--- config.mk ---
export PLATFORM = sky130hd
export DESIGN_NAME = ray_scan_sequencer
export DESIGN_NICKNAME = d
export VERILOG_FILES = /design/src/rtl/ray_scan_sequencer_pkg.sv /design/src/rtl/inflight_credit_counter.sv /design/src/rtl/ray_scan_sequencer.sv
export SDC_FILE = /design/constraint.sdc
export NUM_CORES = 1
export LEC_CHECK = 0
export ABC_AREA = 1
export BUFFER_PORTS_ARGS = -buffer_cell sky130_fd_sc_hd__buf_2
export CORE_UTILIZATION = 30
export CTS_BUF_LIST = sky130_fd_sc_hd__clkbuf_8
export DETAILED_ROUTE_END_ITERATION = 12
export GPL_TIMING_DRIVEN = 0
export SLEW_MARGIN = 20
export SYNTH_ARGS = -nofsm -noshare
export SYNTH_HDL_FRONTEND = slang
export SYNTH_SLANG_ARGS = --single-unit
--- constraint.sdc ---
create_clock -name out_stream_aclk -period 4.7 [get_ports out_stream_aclk]
set_input_delay 0.47 -clock out_stream_aclk [delete_from_list [all_inputs] [get_ports out_stream_aclk]]
set_output_delay 0.47 -clock out_stream_aclk [all_outputs]
set_load 0.05 [all_outputs]
--- src/rtl/ray_scan_sequencer_pkg.sv ---
// Shared vector types for the ray scan path.
//   fp_t                : Q8.24 fixed-point coordinate
//   COORD_STEP_DEFAULT  : default per-pixel coordinate increment (1/8 in Q8.24)
//   scan_state_e        : scan sequencer states
package ray_scan_sequencer_pkg;

    typedef logic [31:0] fp_t;

    localparam fp_t COORD_STEP_DEFAULT = 32'h0020_0000;

    typedef enum logic [1:0] {
        ST_IDLE  = 2'd0,
        ST_RUN   = 2'd1,
        ST_DRAIN = 2'd2
    } scan_state_e;

endpackage

--- src/rtl/inflight_credit_counter.sv ---
// Outstanding-coordinate credit counter.
//   clk, rst_n    : clock, async active-low reset
//   issue         : a coordinate was transferred this cycle
//   retire        : the ray unit returned a result this cycle
//   count         : registered outstanding count
//   count_next_c  : combinational next value of count
//   credit_err    : sticky, set by a retire with nothing outstanding and no issue
module inflight_credit_counter #(
    parameter int unsigned CNT_W = 3
) (
    input  logic             clk,
    input  logic             rst_n,
    input  logic             issue,
    input  logic             retire,
    output logic [CNT_W-1:0] count,
    output logic [CNT_W-1:0] count_next_c,
    output logic             credit_err
);

    logic [CNT_W-1:0] count_q;
    logic [CNT_W-1:0] count_d;
    logic             credit_err_q;
    logic             credit_err_d;

    // Issue and retire in the same cycle cancel, even at zero outstanding.
    always_comb begin
        count_d      = count_q;
        credit_err_d = credit_err_q;
        if (issue && !retire) begin
            count_d = count_q + CNT_W'(1);
        end else if (!issue && retire) begin
            if (count_q != '0) begin
                count_d = count_q - CNT_W'(1);
            end else begin
                credit_err_d = 1'b1;
            end
        end
    end

    always_ff @(posedge clk or negedge rst_n) begin
        if (!rst_n) begin
            count_q      <= '0;
            credit_err_q <= 1'b0;
        end else begin
            count_q      <= count_d;
            credit_err_q <= credit_err_d;
        end
    end

    assign count        = count_q;
    assign count_next_c = count_d;
    assign credit_err   = credit_err_q;

endmodule

--- src/rtl/ray_scan_sequencer.sv ---
// Raster scan coordinate generator feeding a ray unit with credit-limited issue.
//   out_stream_aclk, periph_resetn : clock, async active-low reset
//   enable                         : render frames continuously while high
//   coord_valid/coord_ready        : coordinate handshake (screen_x, screen_y, sof, eol)
//   result_valid                   : one pulse per shaded pixel returned
//   inflight                       : outstanding coordinates
//   frame_done/frame_count         : frame completion pulse and wrapping count
//   credit_err                     : sticky unexpected-result flag
module ray_scan_sequencer
    import ray_scan_sequencer_pkg::*;
#(
    parameter int unsigned H_PIXELS     = 640,
    parameter int unsigned V_PIXELS     = 480,
    parameter fp_t         COORD_STEP   = COORD_STEP_DEFAULT,
    parameter int unsigned MAX_INFLIGHT = 4
) (
    input  logic                              out_stream_aclk,
    input  logic                              periph_resetn,
    input  logic                              enable,
    output logic                              coord_valid,
    input  logic                              coord_ready,
    output fp_t                               screen_x,
    output fp_t                               screen_y,
    output logic                              coord_sof,
    output logic                              coord_eol,
    input  logic                              result_valid,
    output logic [$clog2(MAX_INFLIGHT+1)-1:0] inflight,
    output logic                              frame_done,
    output logic [15:0]                       frame_count,
    output logic                              credit_err
);

    localparam int unsigned CNT_W = $clog2(MAX_INFLIGHT + 1);
    localparam int unsigned COL_W = (H_PIXELS > 1) ? $clog2(H_PIXELS) : 1;
    localparam int unsigned ROW_W = (V_PIXELS > 1) ? $clog2(V_PIXELS) : 1;
    localparam logic [COL_W-1:0] LAST_COL = COL_W'(H_PIXELS - 1);
    localparam logic [ROW_W-1:0] LAST_ROW = ROW_W'(V_PIXELS - 1);
    localparam logic [CNT_W-1:0] MAX_CNT  = CNT_W'(MAX_INFLIGHT);

    scan_state_e      state_q, state_d;
    logic [COL_W-1:0] col_q, col_d;
    logic [ROW_W-1:0] row_q, row_d;
    fp_t              x_q, x_d;
    fp_t              y_q, y_d;
    logic             valid_q, valid_d;
    logic             sof_q, sof_d;
    logic             eol_q, eol_d;
    logic             done_q, done_d;
    logic [15:0]      frames_q, frames_d;
    logic             xfer_c;
    logic [CNT_W-1:0] inflight_cnt;
    logic [CNT_W-1:0] inflight_next_c;

    assign xfer_c = valid_q && coord_ready;

    inflight_credit_counter #(
        .CNT_W (CNT_W)
    ) u_credit (
        .clk          (out_stream_aclk),
        .rst_n        (periph_resetn),
        .issue        (xfer_c),
        .retire       (result_valid),
        .count        (inflight_cnt),
        .count_next_c (inflight_next_c),
        .credit_err   (credit_err)
    );

    // Scan state, raster position and next-cycle handshake outputs.
    always_comb begin
        state_d  = state_q;
        col_d    = col_q;
        row_d    = row_q;
        x_d      = x_q;
        y_d      = y_q;
        done_d   = 1'b0;
        frames_d = frames_q;

        case (state_q)
            ST_IDLE: begin
                if (enable) begin
                    state_d = ST_RUN;
                    col_d   = '0;
                    row_d   = '0;
                    x_d     = '0;
                    y_d     = '0;
                end
            end
            ST_RUN: begin
                if (xfer_c) begin
                    if (col_q == LAST_COL) begin
                        col_d = '0;
                        x_d   = '0;
                        if (row_q == LAST_ROW) begin
                            state_d = ST_DRAIN;
                            row_d   = '0;
                            y_d     = '0;
                        end else begin
                            row_d = row_q + ROW_W'(1);
                            y_d   = y_q + COORD_STEP;
                        end
                    end else begin
                        col_d = col_q + COL_W'(1);
                        x_d   = x_q + COORD_STEP;
                    end
                end
            end
            ST_DRAIN: begin
                if (inflight_cnt == '0) begin
                    done_d   = 1'b1;
                    frames_d = frames_q + 16'd1;
                    state_d  = enable ? ST_RUN : ST_IDLE;
                end
            end
            default: state_d = ST_IDLE;
        endcase

        // Valid only drops after a transfer fills the credit window, never spontaneously.
        valid_d = (state_d == ST_RUN) && (inflight_next_c < MAX_CNT);
        sof_d   = (col_d == '0) && (row_d == '0);
        eol_d   = (col_d == LAST_COL);
    end

    always_ff @(posedge out_stream_aclk or negedge periph_resetn) begin
        if (!periph_resetn) begin
            state_q  <= ST_IDLE;
            col_q    <= '0;
            row_q    <= '0;
            x_q      <= '0;
            y_q      <= '0;
            valid_q  <= 1'b0;
            sof_q    <= 1'b0;
            eol_q    <= 1'b0;
            done_q   <= 1'b0;
            frames_q <= '0;
        end else begin
            state_q  <= state_d;
            col_q    <= col_d;
            row_q    <= row_d;
            x_q      <= x_d;
            y_q      <= y_d;
            valid_q  <= valid_d;
            sof_q    <= sof_d;
            eol_q    <= eol_d;
            done_q   <= done_d;
            frames_q <= frames_d;
        end
    end

    assign coord_valid = valid_q;
    assign screen_x    = x_q;
    assign screen_y    = y_q;
    assign coord_sof   = sof_q;
    assign coord_eol   = eol_q;
    assign inflight    = inflight_cnt;
    assign frame_done  = done_q;
    assign frame_count = frames_q;

endmodule

==> results_dict.tcl, run 1 <==
set metrics [dict create \
    hp-class "in2async" \
    utilization 0.374 \
    setup_viol 0 \
    place_ws_ns 2.51 \
    final_layout_size_suffix_gt1_frac 0.246 \
    synth-edff-count 0 \
    initial_utilization 0.313 \
    ys_ff_latch 67 \
    slowest_delay_ns 0.39 \
    setup_slack_ns 2.52 \
    timing.rr.start "u_credit.count[0]$_DFFE_PN0P_" \
    worst_slew_pin_slew_ns 0.512 \
    crit_family "simple AND/OR/NAND/NOR gates" \
    worst-path-buf-inv 1 \
    cts_tree "built" \
    final_cells 817 \
    clk_latency_ns 0.36 \
    cap_violations 0 \
    leakage_uw 0.00278 \
    relSlewSlack 0.659 \
    postCtsSetupBuffers 0 \
    nets 654 \
    rsz0062_at_grt "no" \
    cp-start-kind "flip-flop" \
    grt_usage 0.134 \
    status "finished clean" \
    dieHeight_um 121 \
    synth.avg_cell_area_um2 7.88 \
    total_power_uw 1940 \
    dieArea_um2 14500 \
    yosysWarnings 0 \
    ff2ff_setup_slack_ns 2.52 \
    cts_resized 0 \
    cp.arrival_ns 2.42 \
    yosysSeqAreaShare 0.398 \
    path_max_fanout 6 \
    crit_path_end_kind "flip-flop" \
    dp.cells 803 \
    r2r_cells 11 \
    rr_endpoint "frame_count[12]$_DFFE_PN0P_" \
    period_share 0.464 \
    synth_ff_type "dfrtp_1" \
    holdBufCountCts 0 \
    ys_types 40 \
    grt_pass1_wl_um 15300 \
    antenna_found_initial 0 \
    gp_congestion 0.872 \
    dpl.hpwl_um 7010 \
    grt_start_max_net_pins 40 \
    drtIter0Drc 185 \
    setup_tns_ns 0 \
    numCtsBuffers 9 \
    cts-root-buf "clkbuf_8" \
    dr_wl_met3_um 577 \
    netlist_area_um2 4220 \
    synthCells 535 \
    hold_violations 0 \
    max-vdd-ir-drop_v 0.000261 \
    wl_met2_um 4310 \
    ant_nets 0 \
    grt-ovfl-total 0 \
    routedWlPerCell_um 11.1 \
    cts_max_level 3 \
    critPathKind "reg2reg" \
    critPathRequiredTime_ns 4.94 \
    path_clk_slew_ns 0.07 \
    worstPathCellList "inv_1, ha_1, ha_1, nand2_2, nor2_4, nand2_2, nor2_2, nand3_1, nor2_2, nand3_1, xnor2_1" \
    cts_sinks 67 \
    drt_wl_total_um 9030 \
    ctsLongestPathBuffers 2 \
    crit_slowest_cell "dfrtp_1" \
    power_per_cell_area_nw_per_um2 386 \
    drt-vias-per-instance 4.32 \
    via_count 3531 \
    slew_violations 0 \
    synth-async-reset-ratio 1.00 \
    num_rows 42 \
    highest_layer "met4" \
    fin_worst_skew_ns 0.0105 \
    fin_crit_ns 2.18 \
    fp.coreArea_um2 13500 \
    numPortBuffers 50 \
    antennaDiodeCount 0 \
    num_io_pins 93 \
    grt_pass1_vias 3326 \
    clock.fmax_ghz 0.459 \
    dr.pass1.iters 4 \
    die_w_um 121 \
    wl_met1_um 4110 \
    drc_errors 0 \
    area_delta_synth_final_pct 19.3 \
]
## where the power goes
group          switching (uW)  leakage, uW  internal (uW)
Clock                     216    0.0000885            211
Sequential               95.2     0.000805            666
Combinational             552      0.00189            203
Total                     864      0.00278           1080
## registers in the layout, summed over array words and instances, names as in the netlist, 2 cells and up
register and flops:
col_q 10, frame_count 16, row_q 9, screen_x 11, screen_y 11, state_q 2
u_credit.count 3
## worst max path at each step
stage	startpoint	to	slack, ns	cells past startpoint
detailed placement	u_credit.count[0]$_DFFE_PN0P_	frame_count[12]$_DFFE_PN0P_	2.51	11
CTS	u_credit.count[0]$_DFFE_PN0P_	frame_count[12]$_DFFE_PN0P_	2.49	11
floorplan	u_credit.count[0]$_DFFE_PN0P_	frame_count[12]$_DFFE_PN0P_	2.45	11
global placement	u_credit.count[0]$_DFFE_PN0P_	frame_count[12]$_DFFE_PN0P_	2.54	11
global route	u_credit.count[0]$_DFFE_PN0P_	frame_count[12]$_DFFE_PN0P_	2.30	11
finish	u_credit.count[0]$_DFFE_PN0P_	frame_count[12]$_DFFE_PN0P_	2.52	11
## metrics by stage
stage	cell area (um^2)	hold WS (ns)
final	5030	0.0837
after global routing	5030	0.101
after CTS	5030	0.0895
after detailed placement	4860	0.463
after global placement	4840	0.452
after floorplan	4370	0.174
## per-layer routing
metal | global-route usage | vias to the layer above
li1 | - | 1816
met1 | 0.167 | 1613
met2 | 0.218 | 100
met3 | 0.0415 | 2
met4 | 0.0440 | 0
met5 | 0 | -
## placed cells by master, fill, tap and decap left out, drive strengths merged
| cell | synthesis | layout |
|---|---|---|
| a211oi | 1 | 1 |
| a21oi | 21 | 21 |
| a22oi | 1 | 1 |
| a2bb2oi | 1 | 1 |
| a31o | 1 | 1 |
| a31oi | 2 | 2 |
| and3 | 1 | 1 |
| buf | 46 | 97 |
| clkbuf | 0 | 11 |
| clkinv | 0 | 1 |
| clkinvlp | 0 | 1 |
| conb | 1 | 42 |
| dfrtp | 67 | 67 |
| ha | 11 | 11 |
| inv | 81 | 82 |
| mux2 | 2 | 2 |
| nand2 | 132 | 132 |
| nand3 | 39 | 39 |
| nand3b | 2 | 2 |
| nand4 | 14 | 14 |
| nor2 | 58 | 58 |
| nor3 | 11 | 11 |
| nor3b | 1 | 1 |
| nor4 | 1 | 1 |
| o2111ai | 1 | 1 |
| o211ai | 1 | 1 |
| o21ai | 16 | 16 |
| o22ai | 1 | 1 |
| o31ai | 1 | 1 |
| or2 | 1 | 1 |
| xnor2 | 10 | 10 |
| xor2 | 10 | 10 |
## synth_stat cells, types with 2 or more instances
| library cell | count | area (um^2) |
|---|---|---|
| a21oi_2 | 3 | 26.3 |
| a21oi_1 | 18 | 90.1 |
| nand2_1 | 117 | 439 |
| buf_6 | 4 | 45.0 |
| nor2_2 | 5 | 31.3 |
| inv_1 | 74 | 278 |
| buf_4 | 42 | 315 |
| inv_2 | 6 | 22.5 |
| nor3_1 | 7 | 35.0 |
| nand3_1 | 38 | 190 |
| mux2_2 | 2 | 22.5 |
| nand3b_1 | 2 | 15.0 |
| o21ai_0 | 16 | 80.1 |
| dfrtp_1 | 67 | 1680 |
| nor2_4 | 7 | 78.8 |
| xnor2_1 | 10 | 87.6 |
| nand2_4 | 5 | 56.3 |
| a31oi_1 | 2 | 12.5 |
| xor2_1 | 10 | 87.6 |
| nor2_1 | 46 | 173 |
| nand2_2 | 10 | 62.6 |
| nand4_1 | 13 | 81.3 |
| ha_1 | 11 | 138 |
| nor3_2 | 4 | 40.0 |
## cell type report
cell class                 count  area (um^2)
fill                        1424         8420
multi-input combinational    382         2030
sequential                    67         1680
buffer                        46          360
inverter                      81          307
timing repair buffer          51          273
tap                          176          220
clock buffer                  11          151
clock inverter                 3         16.3
## logic make-up after synthesis
kind of cell | share of synthesized area
compound gates | 0.0656
buf+inv | 0.158
fa+ha+maj | 0.0326
mux | 0.00534
simple gates | 0.298
other cells | 0.000889
xor+xnor | 0.0415
flops | 0.398
(Power assumes the default switching activity.)
==> run 2, diff against run 1 <==
ABC_AREA = 0   (was 1)
clock period = 2 ns   (was 4.7 ns; I/O delays follow)
==> results_dict.tcl, run 2 <==
set metrics [dict create \
    setup_viol 3 \
    drtIter0Drc 280 \
    path_clk_slew_ns 0.07 \
    violations "setup timing" \
    holdPathEnd "screen_x[28]$_DFFE_PN0P_" \
    cts_tree "built" \
    ff2ff_setup_slack_ns -0.34 \
    final_cell_mix "67 x buf_4, 62 x dfrtp_1, 53 x buf_2, 42 x conb_1, 40 x nand2_1" \
    whs_ns 0.272 \
    rsz0062_at_grt "yes" \
    cap_violations 0 \
    min_path_cells 3 \
    final_layout_size_suffix_gt1_frac 0.342 \
    wl_met1_um 4260 \
    synth_common_cells "67 x dfrtp_1, 45 x buf_4, 40 x nand2_1" \
    die_w_um 116 \
    period_share 1.17 \
    cp-start-kind "flip-flop" \
    gp_congestion 0.902 \
    yosysSeqAreaShare 0.431 \
    setup_slack_ns -0.335 \
    grt_start_max_net_pins 37 \
    critPathRequiredTime_ns 2.25 \
    yosysWarnings 0 \
    fin_worst_skew_ns 0.0116 \
    synth.top_cell.area_share 0.431 \
    place_ws_ns -0.386 \
    power_per_cell_area_nw_per_um2 836 \
    min_from "coord_ready" \
    synth-edff-count 0 \
    leakage_uw 0.00260 \
    path_max_fanout 6 \
    cts_max_level 3 \
    ys_types 54 \
    fp.coreArea_um2 12600 \
    timing.rr.start "col_q[0]$_DFF_PN0_" \
    num_io_pins 93 \
    ant_nets 0 \
    cts-root-buf "clkbuf_8" \
    synth_ff_type "dfrtp_1" \
    slew_violations 0 \
    fin_crit_ns 2.34 \
    clk_latency_ns 0.36 \
    crit_path_end_kind "flip-flop" \
    drt_wl_total_um 9400 \
    highest_layer "met4" \
    worst_slew_pin_slew_ns 0.541 \
    r2r_cells 9 \
    drc_errors 0 \
    dr.pass1.iters 4 \
    synth.avg_cell_area_um2 9.47 \
    grt_pass1_vias 3009 \
    synthCells 411 \
    final_cells 713 \
    dpl.hpwl_um 6730 \
    synth_top_cell_by_area "dfrtp_1" \
    cts_sinks 67 \
    numCtsBuffers 9 \
    ys_ff_latch 67 \
    drt-vias-per-instance 4.64 \
    hold_violations 0 \
    netlist_area_um2 3890 \
    max-vdd-ir-drop_v 0.000539 \
    dieArea_um2 13400 \
    numPortBuffers 50 \
    ctsLongestPathBuffers 2 \
    clock.fmax_ghz 0.428 \
    dp.cells 675 \
    initial_utilization 0.309 \
    final_common_cell "buf_4" \
    num_rows 41 \
    via_count 3310 \
    critPathKind "reg2reg" \
    relSlewSlack 0.636 \
    rr_endpoint "coord_sof$_DFF_PN0_" \
    antennaDiodeCount 0 \
    hp-class "in2reg" \
    largest_reg_flops 16 \
    synth-async-reset-ratio 1.00 \
    synthTopCellsByArea "dfrtp_1 43%, buf_4 8.7%, o21ai_0 4.1%" \
    status "finished with violations" \
    routedWlPerCell_um 13.2 \
    grt-ovfl-total 0 \
    dr_wl_met3_um 519 \
    wl_met2_um 4450 \
    grt_pass1_wl_um 15300 \
    nets 553 \
    dieHeight_um 116 \
    antenna_found_initial 0 \
    grt_usage 0.149 \
    area_delta_synth_final_pct 30.4 \
    cp.arrival_ns 2.58 \
    synth.most_common_cell "dfrtp_1" \
]
==> run 2: cell types whose count changed in the layout (fill, tap and decap cells not counted), sizes merged, moves of 18 or more <==
cell	change
buf	+28
nand3	-22
nand2	-91
inv	-71
o21ai	+18
nor2	-20
==> run 2: area by class of cell <==
class | count | area [um^2]
Fill cell | 1289 | 7540
Multi-Input combinational cell | 323 | 2110
Sequential cell | 67 | 1680
Timing Repair Buffer | 74 | 464
Buffer | 54 | 400
Tap cell | 172 | 215
Clock buffer | 9 | 124
Clock inverter | 6 | 51.3
Inverter | 8 | 30.0
==> run 2: critical path, cell delays in order, from the launching register on <==
cell,delay (ns)
dfrtp_1,0.40
ha_4,0.18
nand4_1,0.23
o31ai_4,0.43
buf_4,0.17
a31oi_1,0.03
o21ai_1,0.16
o31a_2,0.22
nand4b_1,0.18
nor4_4,0.21
==> run 2: cells by family (layout without fill, tap and decap cells) <==
kind of cell | Yosys count | in the layout | synth area share
AOI/OAI and AO/OA | 75 | 75 | 0.121
buffers and inverters | 62 | 151 | 0.106
other | 1 | 42 | 0.000963
adders and majority gates | 11 | 11 | 0.0353
xor gates and xnor gates | 29 | 29 | 0.0652
muxes | 6 | 6 | 0.0174
DFF | 67 | 67 | 0.431
and+or+nand+nor | 160 | 160 | 0.224
==> run 2: worst max-delay path by stage <==
stage / from / endpoint / depth (start not counted)
2_1_floorplan: u_credit.count[1]$_DFFE_PN0P_ / frame_count[15]$_DFFE_PN0P_ / 9
3_3_place_gp: coord_valid$_DFF_PN0_ / coord_sof$_DFF_PN0_ / 8
3_5_place_dp: col_q[0]$_DFF_PN0_ / coord_sof$_DFF_PN0_ / 8
4_1_cts: col_q[8]$_DFF_PN0_ / coord_sof$_DFF_PN0_ / 6
5_1_grt: col_q[0]$_DFF_PN0_ / coord_sof$_DFF_PN0_ / 9
6_report: col_q[0]$_DFF_PN0_ / coord_sof$_DFF_PN0_ / 9
==> run 2: timing repair <==
item,4_1_cts,5_1_grt
setup endpoints to repair,11,22
hold endpoints to repair,31,0
hold buffers,1,0
pin swaps,13,10
gates resized for setup,20,17
cloned,0,0
buffers inserted,16,6
==> run 2: power breakdown <==
part	internal, uW	leakage, uW	switching (uW)	total (uW)
clock	551	0.000103	523	1070
combinational	499	0.00161	1020	1520
sequential	1500	0.000897	158	1650
total	2550	0.00260	1700	4250
==> run 2: stage by stage <==
stage	util	area [um^2]	power [uW]	setup TNS [ns]
after detailed placement	0.362	4570	3040	-1.49
after global routing	0.402	5080	4490	-1.18
final	0.402	5080	4250	-0.616
after CTS	0.392	4950	4190	-0.390
after global placement	0.360	4540	3000	-1.26
after floorplan	-	4080	2730	0
==> run 2: per-layer routing <==
metal / vias to the layer above / GRT usage
met4: 0 / 0.0718
met3: 12 / 0.0345
met1: 1591 / 0.198
met5: - / 0
met2: 92 / 0.227
li1: 1615 / -
